<file path="config.mk">
export PLATFORM = sky130hd
export DESIGN_NAME = waveform_dec
export DESIGN_NICKNAME = d
export VERILOG_FILES = /design/src/rtl/waveform_pkg.sv /design/src/rtl/line_sync.sv /design/src/rtl/waveform_dec.sv
export SDC_FILE = /design/constraint.sdc
export NUM_CORES = 1
export LEC_CHECK = 0
export ABC_CLOCK_PERIOD_IN_PS = 3400
export BUFFER_PORTS_ARGS = -buffer_cell sky130_fd_sc_hd__buf_2
export CAP_MARGIN = 40
export CORE_MARGIN = 2
export CORE_UTILIZATION = 57
export CTS_CLUSTER_DIAMETER = 60
export DETAILED_ROUTE_END_ITERATION = 10
export PLACE_DENSITY = 0.91
export SYNTH_ARGS = -nofsm -noshare
export SYNTH_HDL_FRONTEND = slang
export SYNTH_HIERARCHICAL = 1
export SYNTH_SLANG_ARGS = --single-unit
</file>
<file path="constraint.sdc">
create_clock -name clk_i -period 3.4 [get_ports clk_i]
set_input_delay 0.51 -clock clk_i [delete_from_list [all_inputs] [get_ports clk_i]]
set_output_delay 0.51 -clock clk_i [all_outputs]
set_load 0.01 [all_outputs]
</file>
<file path="src/rtl/waveform_pkg.sv">
// Shared definitions for the NeoPixel waveform generator / decoder pair.
`timescale 1ns/1ps
package waveform_pkg;

    // Decoder line states
    typedef enum logic [1:0] {
        ST_IDLE = 2'd0,
        ST_HIGH = 2'd1,
        ST_LOW  = 2'd2
    } state_t;

    // High-pulse counter width (saturates at all-ones)
    localparam int HCNT_W     = 8;
    // Default low-period counter / reset-gap threshold width
    localparam int LCNT_W_DEF = 16;
    // Width of the min/threshold timing registers, shared with waveform_gen
    localparam int TREG_W     = 8;
    // Width of the per-frame decoded bit counter
    localparam int BCNT_W     = 16;

endpackage

</file>
<file path="src/rtl/line_sync.sv">
// Multi-flop synchronizer for an asynchronous single-bit input.
`timescale 1ns/1ps
module line_sync #(
    parameter int STAGES = 2
) (
    input  logic clk_i,
    input  logic rst_n_i,
    input  logic d_i,
    output logic q_o
);

    logic [STAGES-1:0] r_sync;

    // Shift the raw input through the flop chain; last stage is the clean sample
    always_ff @(posedge clk_i or negedge rst_n_i) begin
        if (!rst_n_i) begin
            r_sync <= '0;
        end else begin
            r_sync <= {r_sync[STAGES-2:0], d_i};
        end
    end

    assign q_o = r_sync[STAGES-1];

endmodule

</file>
<file path="src/rtl/waveform_dec.sv">
// NRZ pulse-width line decoder: measures high pulses, classifies them as
// 0/1 bits, flags glitches and over-long pulses, and detects reset gaps.
`timescale 1ns/1ps
module waveform_dec
    import waveform_pkg::*;
#(
    parameter int LCNT_W      = LCNT_W_DEF,
    parameter int SYNC_STAGES = 2
) (
    input  logic              clk_i,
    input  logic              rst_n_i,
    input  logic              bit_code_i,
    input  logic [TREG_W-1:0] reg_min_time_i,
    input  logic [TREG_W-1:0] reg_thr_time_i,
    input  logic [LCNT_W-1:0] reg_rst_time_i,
    output logic              bit_vld_o,
    output logic              bit_data_o,
    output logic              frame_end_o,
    output logic              err_o,
    output logic [BCNT_W-1:0] bit_cnt_o
);

    logic              w_line_s;

    state_t            r_state;
    state_t            w_state_nxt;
    logic [HCNT_W-1:0] r_hcnt;
    logic [HCNT_W-1:0] w_hcnt_nxt;
    logic [LCNT_W-1:0] r_lcnt;
    logic [LCNT_W-1:0] w_lcnt_nxt;
    logic [LCNT_W-1:0] w_lcnt_inc;
    logic              r_bit_vld;
    logic              w_bit_vld_nxt;
    logic              r_bit_data;
    logic              w_bit_data_nxt;
    logic              r_frame_end;
    logic              w_frame_end_nxt;
    logic              r_err;
    logic              w_err_nxt;
    logic [BCNT_W-1:0] r_bit_cnt;
    logic [BCNT_W-1:0] w_bit_cnt_nxt;

    line_sync #(
        .STAGES (SYNC_STAGES)
    ) u_line_sync (
        .clk_i   (clk_i),
        .rst_n_i (rst_n_i),
        .d_i     (bit_code_i),
        .q_o     (w_line_s)
    );

    // State, counters and registered strobes
    always_ff @(posedge clk_i or negedge rst_n_i) begin
        if (!rst_n_i) begin
            r_state     <= ST_IDLE;
            r_hcnt      <= '0;
            r_lcnt      <= '0;
            r_bit_vld   <= 1'b0;
            r_bit_data  <= 1'b0;
            r_frame_end <= 1'b0;
            r_err       <= 1'b0;
            r_bit_cnt   <= '0;
        end else begin
            r_state     <= w_state_nxt;
            r_hcnt      <= w_hcnt_nxt;
            r_lcnt      <= w_lcnt_nxt;
            r_bit_vld   <= w_bit_vld_nxt;
            r_bit_data  <= w_bit_data_nxt;
            r_frame_end <= w_frame_end_nxt;
            r_err       <= w_err_nxt;
            r_bit_cnt   <= w_bit_cnt_nxt;
        end
    end

    // Next-state logic; a rising edge in LOW wins over a same-cycle frame end
    always_comb begin
        w_state_nxt     = r_state;
        w_hcnt_nxt      = r_hcnt;
        w_lcnt_nxt      = r_lcnt;
        w_bit_vld_nxt   = 1'b0;
        w_bit_data_nxt  = r_bit_data;
        w_frame_end_nxt = 1'b0;
        w_err_nxt       = 1'b0;
        w_bit_cnt_nxt   = r_bit_cnt;
        w_lcnt_inc      = (&r_lcnt) ? r_lcnt : r_lcnt + 1'b1;

        case (r_state)
            ST_IDLE: begin
                if (w_line_s) begin
                    w_state_nxt = ST_HIGH;
                    w_hcnt_nxt  = HCNT_W'(1);
                end
            end
            ST_HIGH: begin
                if (w_line_s) begin
                    w_hcnt_nxt = (&r_hcnt) ? r_hcnt : r_hcnt + 1'b1;
                end else begin
                    w_state_nxt = ST_LOW;
                    w_lcnt_nxt  = LCNT_W'(1);
                    if (&r_hcnt) begin
                        w_err_nxt = 1'b1;
                    end else if (r_hcnt <= reg_min_time_i) begin
                        w_err_nxt = 1'b1;
                    end else begin
                        w_bit_vld_nxt  = 1'b1;
                        w_bit_data_nxt = (r_hcnt > reg_thr_time_i);
                        w_bit_cnt_nxt  = (&r_bit_cnt) ? r_bit_cnt : r_bit_cnt + 1'b1;
                    end
                end
            end
            ST_LOW: begin
                if (w_line_s) begin
                    w_state_nxt = ST_HIGH;
                    w_hcnt_nxt  = HCNT_W'(1);
                end else begin
                    w_lcnt_nxt = w_lcnt_inc;
                    if ((reg_rst_time_i != '0) && (w_lcnt_inc == reg_rst_time_i)) begin
                        w_frame_end_nxt = 1'b1;
                        w_bit_cnt_nxt   = '0;
                        w_state_nxt     = ST_IDLE;
                    end
                end
            end
            default: begin
                w_state_nxt = ST_IDLE;
            end
        endcase
    end

    assign bit_vld_o   = r_bit_vld;
    assign bit_data_o  = r_bit_data;
    assign frame_end_o = r_frame_end;
    assign err_o       = r_err;
    assign bit_cnt_o   = r_bit_cnt;

endmodule

</file>
==> results of run 1 <==
==> what timing repair did <==
item / in CTS / in global routing
buffers inserted: 0 / 0
setup endpoints to repair: 0 / 5
resized for setup: 0 / 0
==> worst max-delay path, stage by stage (launching register included) <==
cell and delay, ps:
dfrtp_1 450, ha_1 240, nand3_4 160, or4_1 700, o21ai_1 190, o2111a_1 180
o2111ai_1 140, or3_1 410, nor3_2 400, o21ai_0 200
==> cells by family (layout without fill, tap and decap cells) <==
logic type / count (synthesis) / after routing / synth area share
buffers and inverters: 49 / 103 / 0.0582
muxes: 5 / 5 / 0.0142
DFF: 48 / 48 / 0.341
and+or+nand+nor: 166 / 167 / 0.257
AOI/OAI and AO/OA: 116 / 116 / 0.205
adders and majority gates: 19 / 19 / 0.0674
xor gates and xnor gates: 23 / 23 / 0.0571
==> flip-flops by register name (all words and copies together) (netlist names) <==
register	count
u_line_sync/r_sync	2
r_state	2
bit_data_o	1
bit_vld_o	1
bit_cnt_o	16
err_o	1
r_hcnt	8
r_lcnt	16
frame_end_o	1
==> final timing paths <==
path / endpoint / from / slack (ps)
worst max-delay path: bit_cnt_o[7] / r_lcnt[0] / 190
worst min-delay path: bit_cnt_o[13] / rst_n_i / 150
worst max register to register: bit_cnt_o[7] / r_lcnt[0] / 190
worst min register to register: u_line_sync/r_sync[1] / u_line_sync/r_sync[0] / 350
max in group asynchronous: r_lcnt[14] / rst_n_i / 2730
min in group clk_i: u_line_sync/r_sync[0] / bit_code_i / 320
==> Yosys cell counts (9+ instances only) <==
| cell | count | area share |
|---|---|---|
| nand4_1 | 12 | 0.021 |
| o21ai_0 | 34 | 0.048 |
| nor4_1 | 9 | 0.016 |
| o31ai_1 | 9 | 0.019 |
| dfrtp_1 | 48 | 0.34 |
| a21oi_1 | 31 | 0.044 |
| clkbuf_1 | 10 | 0.011 |
| nand3_1 | 19 | 0.027 |
| ha_1 | 19 | 0.067 |
| xor2_1 | 10 | 0.025 |
| nor2_1 | 22 | 0.023 |
| xnor2_1 | 13 | 0.032 |
| inv_1 | 28 | 0.030 |
| nor3_1 | 14 | 0.020 |
| nand2_1 | 48 | 0.051 |
==> final cells by class <==
| class | instances | area, um2 |
|---|---|---|
| Clock buffer | 7 | 86.3 |
| Timing Repair Buffer | 67 | 380 |
| Tap cell | 75 | 93.8 |
| Clock inverter | 1 | 7.51 |
| Sequential cell | 48 | 1200 |
| Multi-Input combinational cell | 330 | 2130 |
| Inverter | 28 | 105 |
| Fill cell | 497 | 1950 |
==> report_power, final <==
part           total [mW]  internal, mW  switching (mW)
Clock               0.358         0.166           0.192
Combinational       0.285         0.125           0.160
Sequential          0.645         0.600          0.0452
==> metal layers <==
layer  part of all wire  up-vias
met5                  0        -
met4              0.017        0
met3              0.066       20
met2               0.48      136
met1               0.43     1676
li1                   -     1670
==> results.cfg, run 1 <==
[setup_path]
r2r.worst_path.cells = 9
worstSetupPathType = reg -> reg
worstSetupEndpointType = flip-flop
arrival_ps = 3360
start_kind = flip-flop
path_max_fanout = 10
crit_required_ps = 3550

[pwr]
p_leak_nw = 1.82
ir_worst_vdd_mv = 0.194
power_per_cell_area_nw_per_um2 = 321
finalPower_mw = 1.29

[place]
dp.cells = 547
port_buffers = 54
post-place-ws_ps = 258
place.gp.congestion = 0.915
place_area_um2 = 3900
dpl.hpwl_mm = 7.17

[clock_network]
cts_max_path_buffers = 2
insertion_delay_ps = 300
ctsHoldBuffers = 0
numCtsBuffers = 5
cts-root-buf = clkbuf_8
clk_pin_slew_ps = 90
cts_num_sinks = 48
cts_tree = done
htreeDepth = 2

[sta]
tightest_slew_ps = 622
finClkSkew_ps = 10.9
setup_viol = 0
max_slew_margin = 0.584
final.setup.worst_slack_ps = 191
fmax_ghz = 0.312
hold_violations = 0
min_period_over_period = 0.944
holdWs_ps = 148
slew_violations = 0
tns_ps = 0
rsz0062_at_grt = false
finalCriticalPeriod_ps = 3210

[floorplan]
start_util = 0.592
core.rowCount = 28
dieWidth_um = 82.7
core_area_um2 = 5960
ios = 55
die-area_um2 = 6830
die_h_um = 82.7

[logic_synthesis]
syn_nets = 480
synth.cell_area_um2 = 3530
ys_seq_elements = 48
yosys.cell_types.count = 59
synth_top_flop_cell = dfrtp_1
syn_avg_cell_area_um2 = 8.28
synthCells = 426
async_reset_ff_frac = 1.00
synth_edf_count = 0
yosysWarnings = 6
ys_seq_area_frac = 0.341

[global_routing]
grt_pass1_wl_mm = 15.2
antenna_found_initial = 0
gr-usage-met3 = 0.0413
grt_max_degree = 31
grt_overflow = 0
grt.busiest_layer = met2
grt_util_met1 = 0.395
grt_pass1_vias = 3238
track_usage = 0.289
grtUsageMet2 = 0.480

[detailed_routing]
firstDrtPassIters = 4
vias = 3502
wirelength_mm = 9.37
drt_iter0_drc = 293
drtAntennaViolNets = 0
wire_per_inst_um = 16.8
viasPerCell = 6.30
drc = 0

[outcome]
run_status = finished clean

[finish]
area_growth_pct = 13.6
nets = 534
fin_cells = 556
final_core_util = 0.673
antenna_cells = 0
drive_gt1_frac = 0.175
final_cell_mix = buf_2, nand2_1, dfrtp_1, o21ai_0, a21oi_1
design_area_um2 = 4010
final_common_cell = buf_2

[hold_path]
hp-class = in -> async

[run]
max-cap-violations = 0
Note: power is estimated with default switching activity, not from simulation.
==> run 2: changes to the inputs <==
Settings changed: ABC_CLOCK_PERIOD_IN_PS 3400 to 3800.
Clock period 3.4 ns to 3.8 ns, I/O delays scaled along.
==> run 2 against run 1 <==
  * Utilization shrank 1.3 points
  * First-iteration DRC count fell by 32%
  * Critical path depth unchanged
  * Combinational power decreased by 14%
  * Clock-buffer cell count is 1 lower
  * Sequential cell count is the same
  * Worst hold slack better by 210 ps
  * Global-route usage down 0.25 points
  * Non-clock buffer count decreased by 7
  * Critical path type unchanged
  * Highest routed layer unchanged
==> results.cfg, run 2 (synthesis results as in run 1) <==
[clock_network]
cts_max_path_buffers = 2
cts_resized = 0
clk_pin_slew_ps = 100
cts_num_sinks = 48
htreeDepth = 2
cts_tree = done
numCtsBuffers = 5
cts_post_setup_buffers_inserted = 0
cts-root-buf = clkbuf_8
insertion_delay_ps = 310
ctsHoldBuffers = 0

[finish]
final_core_util = 0.660
multi_input_area_um2 = 2120
design_area_um2 = 3930
nets = 526
fin_cells = 548
fillers = 506
seq_area_um2 = 1200
final_cell_mix = buf_2, nand2_1, dfrtp_1, o21ai_0, a21oi_1
area_growth_pct = 11.5
antenna_cells = 0
final_common_cell = buf_2
drive_gt1_frac = 0.163

[sta]
finalCriticalPeriod_ps = 3520
setup_viol = 0
slew_violations = 0
holdWs_ps = 360
final.setup.worst_slack_ps = 282
tightest_slew_ps = 643
fmax_ghz = 0.284
min_period_over_period = 0.926
hold_violations = 0
tns_ps = 0
rsz0062_at_grt = false
finClkSkew_ps = 13.3
max_slew_margin = 0.568

[floorplan]
core.rowCount = 28
die-area_um2 = 6830
core_area_um2 = 5960
ios = 55
dieWidth_um = 82.7
start_util = 0.592
die_h_um = 82.7

[setup_path]
crit_required_ps = 3960
worstSetupEndpointType = flip-flop
path_max_fanout = 11
start_kind = flip-flop
arrival_ps = 3680
worstSetupPathType = reg -> reg

[pwr]
pwr-share-clk = 0.284
seqPwrFrac = 0.502
p_sw_frac = 0.312
finalPower_mw = 1.15
power.net_switching_mw = 0.360
ir_worst_vdd_mv = 0.242
p_leak_nw = 1.79
power_per_cell_area_nw_per_um2 = 293
comb_power_share = 0.214
internal_power_mw = 0.793

[detailed_routing]
firstDrtPassIters = 5
drtAntennaViolNets = 0
wire_per_inst_um = 16.7
wirelength_mm = 9.13
viasPerCell = 6.38
vias = 3495
drc = 0
drt_iter0_drc = 198

[outcome]
run_status = finished clean

[run]
max-cap-violations = 0

[global_routing]
grtUsageMet2 = 0.462
antenna_found_initial = 0
grt_max_degree = 49
track_usage = 0.286
grt_pass1_wl_mm = 15.1
grt_util_met1 = 0.375
grt_overflow = 0
grt.busiest_layer = met2
grt_pass1_vias = 3233
gr-usage-met3 = 0.0761

[place]
place_area_um2 = 3830
place.gp.congestion = 0.983
port_buffers = 54
dp.cells = 540
dpl.hpwl_mm = 6.92
post-place-ws_ps = 326

[hold_path]
hp-class = in -> async
-- run 2: final cells by class --
cell class,count,area share
timing repair buffer,60,0.0802
clock inverter,2,0.00350
clock buffer,6,0.0210
inverter,28,0.0267
tap,75,0.0239
sequential,48,0.306
multi-input combinational,329,0.539
-- run 2: power by group through the flow --
stage / clock network, mW / logic, mW / registers [mW]
after floorplan: 0 / 0.166 / 0.574
after global placement: 0 / 0.229 / 0.583
after detailed placement: 0 / 0.244 / 0.586
after CTS: 0.333 / 0.245 / 0.576
after global routing: 0.357 / 0.277 / 0.582
final: 0.328 / 0.246 / 0.578
-- run 2: path summary, 6_finish.rpt --
path,to,slack (ps),cells after the start,start
max reg2reg,bit_cnt_o[4],280,9,r_lcnt[0]
min reg2reg,u_line_sync/r_sync[1],360,0,u_line_sync/r_sync[0]
max,bit_cnt_o[4],280,9,r_lcnt[0]
max in group asynchronous,r_lcnt[8],3020,2,rst_n_i
min,bit_cnt_o[14],360,2,rst_n_i
min in group clk_i,u_line_sync/r_sync[1],360,0,u_line_sync/r_sync[0]
-- run 2: critical path, stage by stage, from the launching register on --
cell	delay, ps
dfrtp_1	440
ha_1	400
nand3_4	200
or4_1	770
o21ai_1	220
o2111a_1	190
o2111ai_1	160
or4_4	590
a21oi_4	270
o22ai_1	130
-- run 2: metal layers --
layer | part of all wire | up-vias
met5 | 0 | -
met4 | 0.014 | 0
met3 | 0.083 | 16
li1 | - | 1659
met1 | 0.42 | 1651
met2 | 0.48 | 169
